==> config.mk <==
export PLATFORM = sky130hd
export DESIGN_NAME = alu_rr_arbiter
export DESIGN_NICKNAME = d
export VERILOG_FILES = /design/src/rtl/alu_pkg.sv /design/src/rtl/alu_4bit.sv /design/src/rtl/alu_rr_arbiter.sv
export SDC_FILE = /design/constraint.sdc
export NUM_CORES = 1
export LEC_CHECK = 0
export BUFFER_PORTS_ARGS = -buffer_cell sky130_fd_sc_hd__buf_4
export CAP_MARGIN = 30
export CORE_UTILIZATION = 45
export DETAILED_ROUTE_END_ITERATION = 10
export PLACE_DENSITY = 0.71
export REMOVE_ABC_BUFFERS = 1
export SLEW_MARGIN = 5
export SYNTH_ARGS = -nofsm -noshare
export SYNTH_HDL_FRONTEND = slang
export SYNTH_SLANG_ARGS = --single-unit
==> constraint.sdc <==
create_clock -name clk -period 4.05 [get_ports clk]
set_input_delay 0 -clock clk [delete_from_list [all_inputs] [get_ports clk]]
set_output_delay 0 -clock clk [all_outputs]
set_load 0.02 [all_outputs]
==> src/rtl/alu_pkg.sv <==
// Shared definitions for the ALU arbiter slice: op-codes and response-buffer states.
package alu_pkg;

  localparam logic [2:0] OP_ADD = 3'b000;
  localparam logic [2:0] OP_SUB = 3'b001;
  localparam logic [2:0] OP_AND = 3'b010;
  localparam logic [2:0] OP_OR  = 3'b011;
  localparam logic [2:0] OP_XOR = 3'b100;
  localparam logic [2:0] OP_NOT = 3'b101;
  localparam logic [2:0] OP_SHL = 3'b110;
  localparam logic [2:0] OP_SHR = 3'b111;

  typedef enum logic {
    EMPTY = 1'b0,
    FULL  = 1'b1
  } state_t;

endpackage

==> src/rtl/alu_4bit.sv <==
// Combinational 4-bit ALU; carry_out is meaningful only for add (carry) and sub (borrow).
module alu_4bit
  import alu_pkg::*;
(
  input  logic [3:0] a,
  input  logic [3:0] b,
  input  logic [2:0] alu_sel,
  output logic [3:0] alu_out,
  output logic       carry_out
);

  logic [4:0] sum5;
  logic [4:0] diff5;

  assign sum5  = {1'b0, a} + {1'b0, b};
  assign diff5 = {1'b0, a} - {1'b0, b};

  always_comb begin
    alu_out   = '0;
    carry_out = 1'b0;
    case (alu_sel)
      OP_ADD: begin
        alu_out   = sum5[3:0];
        carry_out = sum5[4];
      end
      OP_SUB: begin
        alu_out   = diff5[3:0];
        carry_out = diff5[4];
      end
      OP_AND: alu_out = a & b;
      OP_OR:  alu_out = a | b;
      OP_XOR: alu_out = a ^ b;
      OP_NOT: alu_out = ~a;
      OP_SHL: alu_out = {a[2:0], 1'b0};
      OP_SHR: alu_out = {1'b0, a[3:1]};
    endcase
  end

endmodule

==> src/rtl/alu_rr_arbiter.sv <==
// Round-robin arbiter sharing one alu_4bit between two channels, with a single-entry
// response buffer and saturating per-channel grant counters.
module alu_rr_arbiter
  import alu_pkg::*;
#(
  parameter bit PRIO_INIT = 1'b0,
  parameter int CNT_W     = 8
) (
  input  logic             clk,
  input  logic             rst,
  input  logic             req0_valid,
  output logic             req0_ready,
  input  logic [2:0]       req0_op,
  input  logic [3:0]       req0_a,
  input  logic [3:0]       req0_b,
  input  logic             req1_valid,
  output logic             req1_ready,
  input  logic [2:0]       req1_op,
  input  logic [3:0]       req1_a,
  input  logic [3:0]       req1_b,
  output logic             rsp_valid,
  input  logic             rsp_ready,
  output logic             rsp_id,
  output logic [3:0]       rsp_result,
  output logic             rsp_carry,
  output logic [CNT_W-1:0] grant_cnt0,
  output logic [CNT_W-1:0] grant_cnt1
);

  function automatic logic [CNT_W-1:0] sat_inc(input logic [CNT_W-1:0] v);
    return (&v) ? v : v + {{(CNT_W-1){1'b0}}, 1'b1};
  endfunction

  state_t           state_p1, state_nxt;
  logic             ptr_p1;
  logic             can_accept, gnt_vld, gnt_id;
  logic [2:0]       op_p0;
  logic [3:0]       a_p0, b_p0, alu_res;
  logic             alu_cy, carry_p0;
  logic             id_p1, carry_p1;
  logic [3:0]       result_p1;
  logic [CNT_W-1:0] cnt0_p1, cnt1_p1;

  // Stage p0: arbitration and ALU drive from the granted channel
  always_comb begin
    state_nxt  = state_p1;
    gnt_vld    = 1'b0;
    gnt_id     = 1'b0;
    can_accept = (state_p1 == EMPTY) || rsp_ready;
    if (can_accept) begin
      if (req0_valid && req1_valid) begin
        gnt_vld = 1'b1;
        gnt_id  = ptr_p1;
      end else if (req0_valid) begin
        gnt_vld = 1'b1;
      end else if (req1_valid) begin
        gnt_vld = 1'b1;
        gnt_id  = 1'b1;
      end
    end
    if (gnt_vld) state_nxt = FULL;
    else if ((state_p1 == FULL) && rsp_ready) state_nxt = EMPTY;
  end

  assign req0_ready = gnt_vld && !gnt_id;
  assign req1_ready = gnt_vld && gnt_id;

  always_comb begin
    op_p0 = '0;
    a_p0  = '0;
    b_p0  = '0;
    if (gnt_vld) begin
      op_p0 = gnt_id ? req1_op : req0_op;
      a_p0  = gnt_id ? req1_a  : req0_a;
      b_p0  = gnt_id ? req1_b  : req0_b;
    end
  end

  alu_4bit u_alu (
    .a         (a_p0),
    .b         (b_p0),
    .alu_sel   (op_p0),
    .alu_out   (alu_res),
    .carry_out (alu_cy)
  );

  // Carry only has meaning for add/sub; every other op reports 0.
  assign carry_p0 = ((op_p0 == OP_ADD) || (op_p0 == OP_SUB)) ? alu_cy : 1'b0;

  // Stage p1: response buffer, priority pointer and grant counters
  always_ff @(posedge clk or posedge rst) begin
    if (rst) state_p1 <= EMPTY;
    else     state_p1 <= state_nxt;
  end

  always_ff @(posedge clk or posedge rst) begin
    if (rst) begin
      ptr_p1    <= PRIO_INIT;
      id_p1     <= 1'b0;
      result_p1 <= '0;
      carry_p1  <= 1'b0;
      cnt0_p1   <= '0;
      cnt1_p1   <= '0;
    end else if (gnt_vld) begin
      ptr_p1    <= ~gnt_id;
      id_p1     <= gnt_id;
      result_p1 <= alu_res;
      carry_p1  <= carry_p0;
      if (gnt_id) cnt1_p1 <= sat_inc(cnt1_p1);
      else        cnt0_p1 <= sat_inc(cnt0_p1);
    end
  end

  assign rsp_valid  = (state_p1 == FULL);
  assign rsp_id     = id_p1;
  assign rsp_result = result_p1;
  assign rsp_carry  = carry_p1;
  assign grant_cnt0 = cnt0_p1;
  assign grant_cnt1 = cnt1_p1;

endmodule

==> flow_summary.ini, run 1 <==
[layout]
n_fill_cell = 344
final_cell_area_um2 = 2310
diodes = 0
syn_to_final_growth_pct = 25.4
drive_gt1_share_pct = 28.0
fin_cells = 298
fin_nets = 295

[synth]
synthMuxAreaShare_pct = 1.76
synth_xor_area_share_pct = 8.07
synthAdderAreaFrac_pct = 11.7
synth_cells = 199
synth-simple-area-share_pct = 16.6
yosysTopAreaCell = dfrtp_1
yosys_warnings = 0
synthesis.area_um2 = 1840
synth_top_family_by_area = compound AO/OA/AOI/OAI gates
synth_cell_type_count = 45
yosysSeqAreaShare_pct = 32.6
yosysTopAreaCellShare_pct = 32.6
yosys-top-cells-area = dfrtp_1 (33%), ha_1 (9.5%), xnor2_1 (6.2%), nand2_1 (5.3%), inv_1 (3.3%)
synth_edf_count = 0
synth_area_per_cell_um2 = 9.27
ys_async_sr_fraction_pct = 100
ys_ff_latch = 24
ys.flop_type = dfrtp_1
synth_compound_area_share_pct = 22.1

[placement]
hpwl_um = 3050
gp_congestion = 0.848
dpl_worst_slack_ns = 1.03
postPlaceCellArea_um2 = 2230
port_buffers = 51
dpl.cell_count = 291

[drt]
drc = 0
drt_wl_total_um = 3980
viasPerCell = 5.36
drtIter0Drc = 88
ant_nets = 0
wl_per_cell_um = 13.3
via_count = 1596
dr.pass1.iters = 4

[setup_path]
critPathTopFamily = compound AO/OA/AOI/OAI gates
r2r_setup_slack_ns = 1.01
crit_chain = nand2b_4 > and3_2 > a22oi_1 > ha_1 > nor2b_1 > o21ai_0 > a21oi_1 > o211ai_2 > o211ai_1 > a211o_1 > a22o_1
critPathMaxStageDelay_ns = 0.52
crit_type = reg2reg
cp_slowest_cell = a22oi_1
worst_setup_path_end_kind = register
crit_path_start_kind = register
cp_max_fo = 20
crit_arrival_ns = 3.19
crit_buf_inv = 0
critical_path_required_ns = 4.20

[sta]
slew_viol_final = 0
slew_headroom_pct = 61.1
finalSetupTns_ns = 0
setup_viol_count_final = 0
fin_crit_ns = 3.04
worst_slew_pin_slew_ns = 0.584
rsz0062_at_grt = false
worst_clock_skew_ns = 0.00114
fmax_mhz = 329
fin_crit_sh_pct = 75.1
hold_viol_final = 0
fin_ws_ns = 1.01

[clock_tree]
clock-sinks = 24
clkLatencyLatePin_ns = 0.26
clockRootBuffer = clkbuf_8
numCtsBuffers = 3
cts_resized = 0
cts.htree.levels = 1
clk_pin_slew_ns = 0.08
clockBufferDepth = 2
tritoncts = built

[floorplan]
rows = 22
core_area_um2 = 3800
dieWidth_um = 66.0
initial_utilization_pct = 48.6
die_area_um2 = 4360
io_pins = 52
die_h_um = 66.0

[grt]
grt_pass1_wl_um = 6620
antenna_found_initial = 0
track_usage_pct = 19.5
grt.overflow.total = 0
grt_pass1_vias = 1539
grt_max_degree = 25

[min_path]
hold_path_class = in2reg

[run]
drv_cap = 0

[power_and_ir_drop]
power.total_mw = 0.977
pwr_density_cell_nw_per_um2 = 423
vdd_ir_drop_max_mv = 0.322
leakagePower_nw = 1.15

[run_status]
status = complete, no violations
area by class of cell:
type | instances | area, µm² | share of cell area, %
Clock buffer | 3 | 41.3 | 1.79
Inverter | 17 | 63.8 | 2.76
Multi-Input combinational cell | 150 | 1110 | 48.1
Sequential cell | 24 | 601 | 26.0
Tap cell | 48 | 60.1 | 2.60
Timing Repair Buffer | 56 | 435 | 18.8
final timing paths:
kind	start	end	depth (start not counted)
setup / recovery	rsp_valid	rsp_result[3]	11
hold / removal	rsp_ready	rsp_valid	3
setup reg to reg	rsp_valid	rsp_result[3]	11
hold reg to reg	rsp_result[0]	rsp_result[0]	1
max in group asynchronous	rst	rsp_carry	4
min in group asynchronous	rst	grant_cnt0[1]	3
cell usage in the layout, fill, tap and decap left out, types with 2 or more instances in the layout:
master | Yosys | layout
nand4_1 | 3 | 3
a211o_1 | 2 | 2
a21oi_1 | 10 | 10
and3_1 | 4 | 4
a32o_1 | 2 | 2
a22oi_1 | 7 | 7
a221oi_1 | 2 | 2
o211ai_1 | 2 | 2
mux2_2 | 2 | 2
nand3_1 | 4 | 4
clkbuf_8 | 0 | 3
a31oi_2 | 2 | 2
a22oi_4 | 2 | 2
inv_1 | 16 | 16
xnor2_1 | 13 | 13
nor2_1 | 12 | 12
ha_1 | 14 | 14
fa_1 | 2 | 2
a31oi_1 | 3 | 3
xor2_1 | 4 | 4
buf_4 | 0 | 52
o21ai_0 | 9 | 9
nor3_1 | 3 | 3
nand2_1 | 26 | 26
dlygate4sd3_1 | 0 | 3
dfrtp_1 | 24 | 24
a22o_1 | 5 | 5
cells by family (layout without fill, tap and decap cells):
| group | Yosys count | in the layout |
|---|---|---|
| muxes | 3 | 3 |
| xor gates and xnor gates | 17 | 17 |
| buffers and inverters | 25 | 76 |
| AOI/OAI and AO/OA | 53 | 53 |
| DFF | 24 | 24 |
| and+or+nand+nor | 61 | 61 |
| adders and majority gates | 16 | 16 |
state kept, by name (all words and copies together), names as in the netlist:
register    count
grant_cnt1      8
rsp_result      4
rsp_id          1
rsp_carry       1
ptr_p1          1
grant_cnt0      8
rsp_valid       1
cell usage after synthesis, types with 4 or more instances:
cell type  count
a22oi_1        7
ha_1          14
nand2_1       26
buf_6          5
o21ai_0        9
dfrtp_1       24
a22o_1         5
nand3_1        4
nor2_1        12
and3_1         4
a21oi_1       10
xor2_1         4
xnor2_1       13
inv_1         16
metal layers:
metal | share of wire, % | global-route usage (%) | vias up
met5 | 0 | 0 | -
met4 | 0.43 | 2.39 | 0
met3 | 5.1 | 4.31 | 2
met2 | 47 | 31.6 | 53
met1 | 48 | 27.3 | 737
li1 | - | - | 804
metrics by stage:
step	utilization, %	hold slack (ns)
after floorplan	-	0.0146
after global placement	58.6	0.219
after detailed placement	58.6	0.219
after CTS	60.5	0.00909
after global routing	60.9	0.0201
final	60.9	0.0140
repair_timing:
| action | in CTS | in global routing |
|---|---|---|
| buffers inserted | 0 | 0 |
| hold endpoints to repair | 25 | 0 |
| endpoints found under the setup margin | 0 | 0 |
| hold buffers | 3 | 0 |
worst register-to-register path, stage by stage (launching register included):
cell      delay [ns]
dfrtp_1         0.39
nand2b_4        0.07
and3_2          0.35
a22oi_1         0.53
ha_1            0.33
nor2b_1         0.12
o21ai_0         0.26
a21oi_1         0.13
o211ai_2        0.17
o211ai_1        0.11
a211o_1         0.30
a22o_1          0.17
report_power, final:
group	leakage (nW)	internal (mW)	total (mW)	switching, mW
clock network	0.0216	0.0663	0.134	0.0678
registers	0.303	0.307	0.381	0.0733
logic	0.827	0.215	0.462	0.247
total	1.15	0.589	0.977	0.388
Note: power is estimated with default switching activity, not from simulation.
==> run 2: changes to the inputs <==
clock period = 2.8 ns   (was 4.05 ns; I/O delays follow)
==> run 2 against run 1 <==
Net effect: cell count rose by 2.3%; largest cell class unchanged; sequential power rose by 45%; flip-flop and latch count did not move; critical endpoint unchanged; core utilization rose by 1.6 points; critical path type unchanged; non-clock buffer count rose by 7; register-to-register slack got worse by 0.84 ns; clock-buffer cell count did not move; wire length rose by 2.4%; global-route usage rose by 1.1 points; via count rose by 2.6%.
==> flow_summary.ini, run 2 (same netlist as run 1, synthesis figures left out) <==
[run_status]
status = complete, no violations

[sta]
hold_viol_final = 0
setup_viol_count_final = 0
fin_ws_ns = 0.170
fmax_mhz = 380
worst_slew_pin_slew_ns = 0.469
fin_crit_ns = 2.63
slew_headroom_pct = 68.7
fin_crit_sh_pct = 93.9
rsz0062_at_grt = false
slew_viol_final = 0
worst_clock_skew_ns = 0.00289

[placement]
dpl.cell_count = 298
dpl_worst_slack_ns = 0.142
hpwl_um = 3180
gp_congestion = 0.806
port_buffers = 51

[floorplan]
dieWidth_um = 66.0
rows = 22
die_area_um2 = 4360
die_h_um = 66.0
io_pins = 52
core_area_um2 = 3800
initial_utilization_pct = 48.6

[power_and_ir_drop]
vdd_ir_drop_max_mv = 0.480
pwr_density_cell_nw_per_um2 = 604
leakagePower_nw = 1.19

[grt]
track_usage_pct = 20.6
grt.overflow.total = 0
antenna_found_initial = 0
grt_pass1_wl_um = 7060
grt_pass1_vias = 1624
grt_max_degree = 25

[min_path]
min_path_cells = 3
hold_path_class = in2reg

[run]
drv_cap = 0

[drt]
via_count = 1637
dr.pass1.iters = 4
drc = 0
drtIter0Drc = 97
viasPerCell = 5.37
wl_per_cell_um = 13.4
ant_nets = 0
drt_wl_total_um = 4070

[clock_tree]
clockBufferDepth = 2
cts.htree.levels = 1
clockRootBuffer = clkbuf_8
clk_pin_slew_ns = 0.08
numCtsBuffers = 3
post_cts_buffers = 0
tritoncts = built
clkLatencyLatePin_ns = 0.26
clock-sinks = 24

[setup_path]
critical_path_required_ns = 2.95
crit_arrival_ns = 2.78
reg2regPathDepth = 10
crit_type = reg2reg
cp_max_fo = 11
crit_path_start_kind = register
worst_setup_path_end_kind = register

[layout]
drive_gt1_share_pct = 30.4
fin_cells = 305
final_common_cell = buf_4
layout_common_cells = buf_4 (59), nand2_1 (26), dfrtp_1 (24)
syn_to_final_growth_pct = 28.7
diodes = 0
fin_nets = 302
==> run 2: changes by cell type in the layout (fill, tap and decap cells not counted), sizes merged <==
cell	before	now
buf	53	60
==> run 2: path summary, 6_finish.rpt <==
path | start | to | slack [ns]
max | ptr_p1 | rsp_result[3] | 0.17
min | rsp_ready | rsp_valid | 0.02
max reg2reg | ptr_p1 | rsp_result[3] | 0.17
min reg2reg | rsp_id | rsp_id | 0.48
max in group asynchronous | rst | grant_cnt1[1] | 2.08
min in group asynchronous | rst | grant_cnt0[4] | 0.28
==> run 2: report_power, final <==
part	switching (mW)	internal (mW)	leakage, nW
clock	0.100	0.0959	0.0216
combinational	0.362	0.324	0.861
sequential	0.108	0.445	0.303
==> run 2: what timing repair did <==
item | CTS | global route
endpoints found under the setup margin | 0 | 1
resized for setup | 0 | 2
endpoints found under the hold margin | 25 | 0
hold buffers | 3 | 0
==> run 2: critical path, stage by stage, from the launching register on <==
cell,delay (ns)
dfrtp_1,0.39
nand2b_1,0.14
and3_4,0.23
a22oi_1,0.34
inv_1,0.13
ha_1,0.40
and3_1,0.19
o211ai_2,0.13
o211ai_1,0.11
a211o_1,0.30
a22o_1,0.18
==> run 2: cell type report <==
class,count,area (µm²)
tap,48,60.1
sequential,24,601
timing repair buffer,63,488
multi-input combinational,150,1120
clock buffer,3,41.3
inverter,17,63.8
fill,363,1430
==> run 2: stage by stage <==
stage | util [%] | hold WS [ns] | power (mW) | TNS, ns | area, µm²
floorplan | - | 0.0146 | 0.956 | -0.0492 | 1780
global placement | 60.0 | 0.219 | 1.23 | 0 | 2280
detailed placement | 60.0 | 0.221 | 1.24 | 0 | 2280
CTS | 61.9 | 0.0124 | 1.44 | 0 | 2350
global route | 62.5 | 0.0374 | 1.54 | 0 | 2370
finish | 62.5 | 0.0188 | 1.43 | 0 | 2370
==> run 2: per-layer routing <==
| metal | global-route usage [%] | routed length [µm] | up-vias |
|---|---|---|---|
| li1 | - | - | 823 |
| met5 | 0 | 0 | - |
| met2 | 34.7 | 1950 | 40 |
| met3 | 3.10 | 151 | 2 |
| met4 | 3.99 | 17 | 0 |
| met1 | 28.0 | 1960 | 772 |
==> run 3: changes to the inputs <==
PLACE_DENSITY = 0.7   (was 0.71)
SYNTH_HIERARCHICAL = 1   (was unset)
==> run 3 against run 2 <==
Net effect: hold slack improved by 0.093 ns; cell area grew 16%; critical path type unchanged; combinational power grew 23%; register-to-register slack worse by 0.07 ns; first-iteration DRC count grew 4.1%; critical endpoint is now rsp_result[2]; die area up 3.0%; flip-flop and latch count stayed put; sequential share of layout area shrank 3.4 points; wire length grew 17%; cell count grew 5.9%; clock power increased by 56%; highest routed layer unchanged.
==> flow_summary.ini, run 3 <==
[clock_tree]
clock-sinks = 24
clockBufferDepth = 2
clk_pin_slew_ns = 0.09
clockRootBuffer = clkbuf_8
clkLatencyLatePin_ns = 0.27
cts.htree.levels = 1
numCtsBuffers = 3
tritoncts = built

[floorplan]
io_pins = 52
dieWidth_um = 67.0
die_h_um = 67.0
initial_utilization_pct = 47.2
die_area_um2 = 4490
core_area_um2 = 4030
rows = 23

[drt]
ant_nets = 0
viasPerCell = 5.48
via_count = 1770
dr.pass1.iters = 4
drtIter0Drc = 101
wl_per_cell_um = 14.7
drt_wl_total_um = 4760
drc = 0

[placement]
dpl.cell_count = 312
port_buffers = 51
postPlaceCellArea_um2 = 2490
dpl_worst_slack_ns = -0.0667
gp_congestion = 0.874
hpwl_um = 3550

[setup_path]
crit_buf_inv = 2
crit_arrival_ns = 2.86
critPathMaxStageDelay_ns = 0.43
crit_chain = a21boi_2 > nand2_1 > inv_2 > a22o_1 > inv_2 > ha_4 > fa_2 > xor2_1 > nor2_1 > a21oi_1 > mux4_2 > mux2_2
worst_setup_path_end_kind = register
crit_path_start_kind = register
critPathTopFamily = multiplexers
worst-path-stages = 12
cp_max_fo = 5
cpMostUsedCell = inv_2
crit_type = reg2reg
reg2regPathDepth = 12
cp_slowest_cell = mux4_2
critical_path_required_ns = 2.96

[synth]
ys_async_sr_fraction_pct = 100
synthesis.area_um2 = 1900
yosysTopAreaCellShare_pct = 31.6
ys_ff_latch = 24
synth_cell_type_count = 51
yosysSeqAreaShare_pct = 31.6
synth-simple-area-share_pct = 17.0
synthAdderAreaFrac_pct = 11.3
yosys-top-cells-count = dfrtp_1 (24), inv_1 (16), ha_1 (14)
yosys-top-cells-area = dfrtp_1 (32%), ha_1 (9.2%), a22o_1 (4.6%), mux2_2 (4.1%), inv_1 (3.2%)
yosys_warnings = 6
yosysTopAreaCell = dfrtp_1
synth_area_per_cell_um2 = 9.80
synth_xor_area_share_pct = 4.15
yosys.cell_count.top_type = dfrtp_1
synth_cells = 194
synth_compound_area_share_pct = 18.5
synthMuxAreaShare_pct = 11.5
synth_edf_count = 0
ys.flop_type = dfrtp_1
synth_top_family_by_area = compound AO/OA/AOI/OAI gates

[sta]
setup_viol_count_final = 0
hold_viol_final = 0
finalSetupTns_ns = 0
fmax_mhz = 370
slew_viol_final = 0
hold_slack_ns = 0.111
fin_ws_ns = 0.0969
worst_slew_pin_slew_ns = 0.464
rsz0062_at_grt = true
slew_headroom_pct = 69.0
fin_crit_ns = 2.70
worst_clock_skew_ns = 0.00205
fin_crit_sh_pct = 96.5

[layout]
final_cell_area_um2 = 2750
diodes = 0
fin_nets = 317
multi_input_area_um2 = 1280
utilization_pct = 68.2
drive_gt1_share_pct = 44.0
final_common_cell = buf_4
syn_to_final_growth_pct = 44.5
n_fill_cell = 338
regArea_um2 = 601
layout_common_cells = buf_4 (76), dfrtp_1 (24), inv_1 (14)
fin_cells = 323

[run_status]
status = complete, no violations

[grt]
track_usage_pct = 21.6
grt.overflow.total = 0
busiest_layer = met2
grt_pass1_vias = 1632
use_met2_pct = 35.1
grt_pass1_wl_um = 7450
antenna_found_initial = 0
use_met1_pct = 29.9
met3_usage_pct = 4.28
grt_max_degree = 25

[min_path]
min_path_cells = 4
hold_path_class = in2reg

[power_and_ir_drop]
leakagePower_nw = 1.32
vdd_ir_drop_max_mv = 0.590
power.total_mw = 1.73
pwr_density_cell_nw_per_um2 = 632

[run]
drv_cap = 0
## run 3: area by class of cell
class                           count  area share (%)
Clock buffer                        3            1.50
Multi-Input combinational cell    145            46.8
Tap cell                           50            2.28
Sequential cell                    24            21.9
Clock inverter                      1            1.09
Timing Repair Buffer               82            24.0
Inverter                           18            2.46
## run 3: metal layers
layer / up-vias / wire [µm] / part of all wire [%]
met5: - / 0 / 0
met4: 0 / 34 / 0.71
met3: 4 / 277 / 5.8
met2: 62 / 2240 / 47
met1: 833 / 2210 / 46
li1: 871 / - / -
## run 3: power breakdown
part	internal, mW	total [mW]	switching (mW)	leakage, nW
logic	0.419	0.843	0.424	0.980
clock network	0.191	0.305	0.114	0.0357
registers	0.453	0.587	0.133	0.301
total	1.06	1.73	0.670	1.32
## run 3: worst paths after layout
kind	startpoint	endpoint	slack (ns)
setup / recovery	ptr_p1	rsp_result[2]	0.1
hold / removal	rsp_ready	rsp_valid	0.11
setup reg to reg	ptr_p1	rsp_result[2]	0.1
hold reg to reg	rsp_result[0]	rsp_result[0]	0.52
max in group asynchronous	rst	rsp_result[1]	2.22
min in group asynchronous	rst	grant_cnt1[7]	0.21
## run 3: repair_timing
action,CTS,global route
endpoints found under the hold margin,25,0
endpoints found under the setup margin,3,4
setup buffers,0,3
pin swaps,1,8
hold buffers,3,0
resized for setup,4,21
## run 3: logic make-up after synthesis
group | Yosys count
AND/OR/NAND/NOR | 58
AO/OA/AOI/OAI | 46
buffers and inverters | 25
flip-flops | 24
multiplexers | 16
adder cells (fa/ha/maj) | 16
XOR/XNOR | 9
## run 3: tightest hold or removal path: stages
cell and delay (ns):
buf_4 0.08, nand2b_4 0.11, buf_4 0.11, nand2_1 0.05
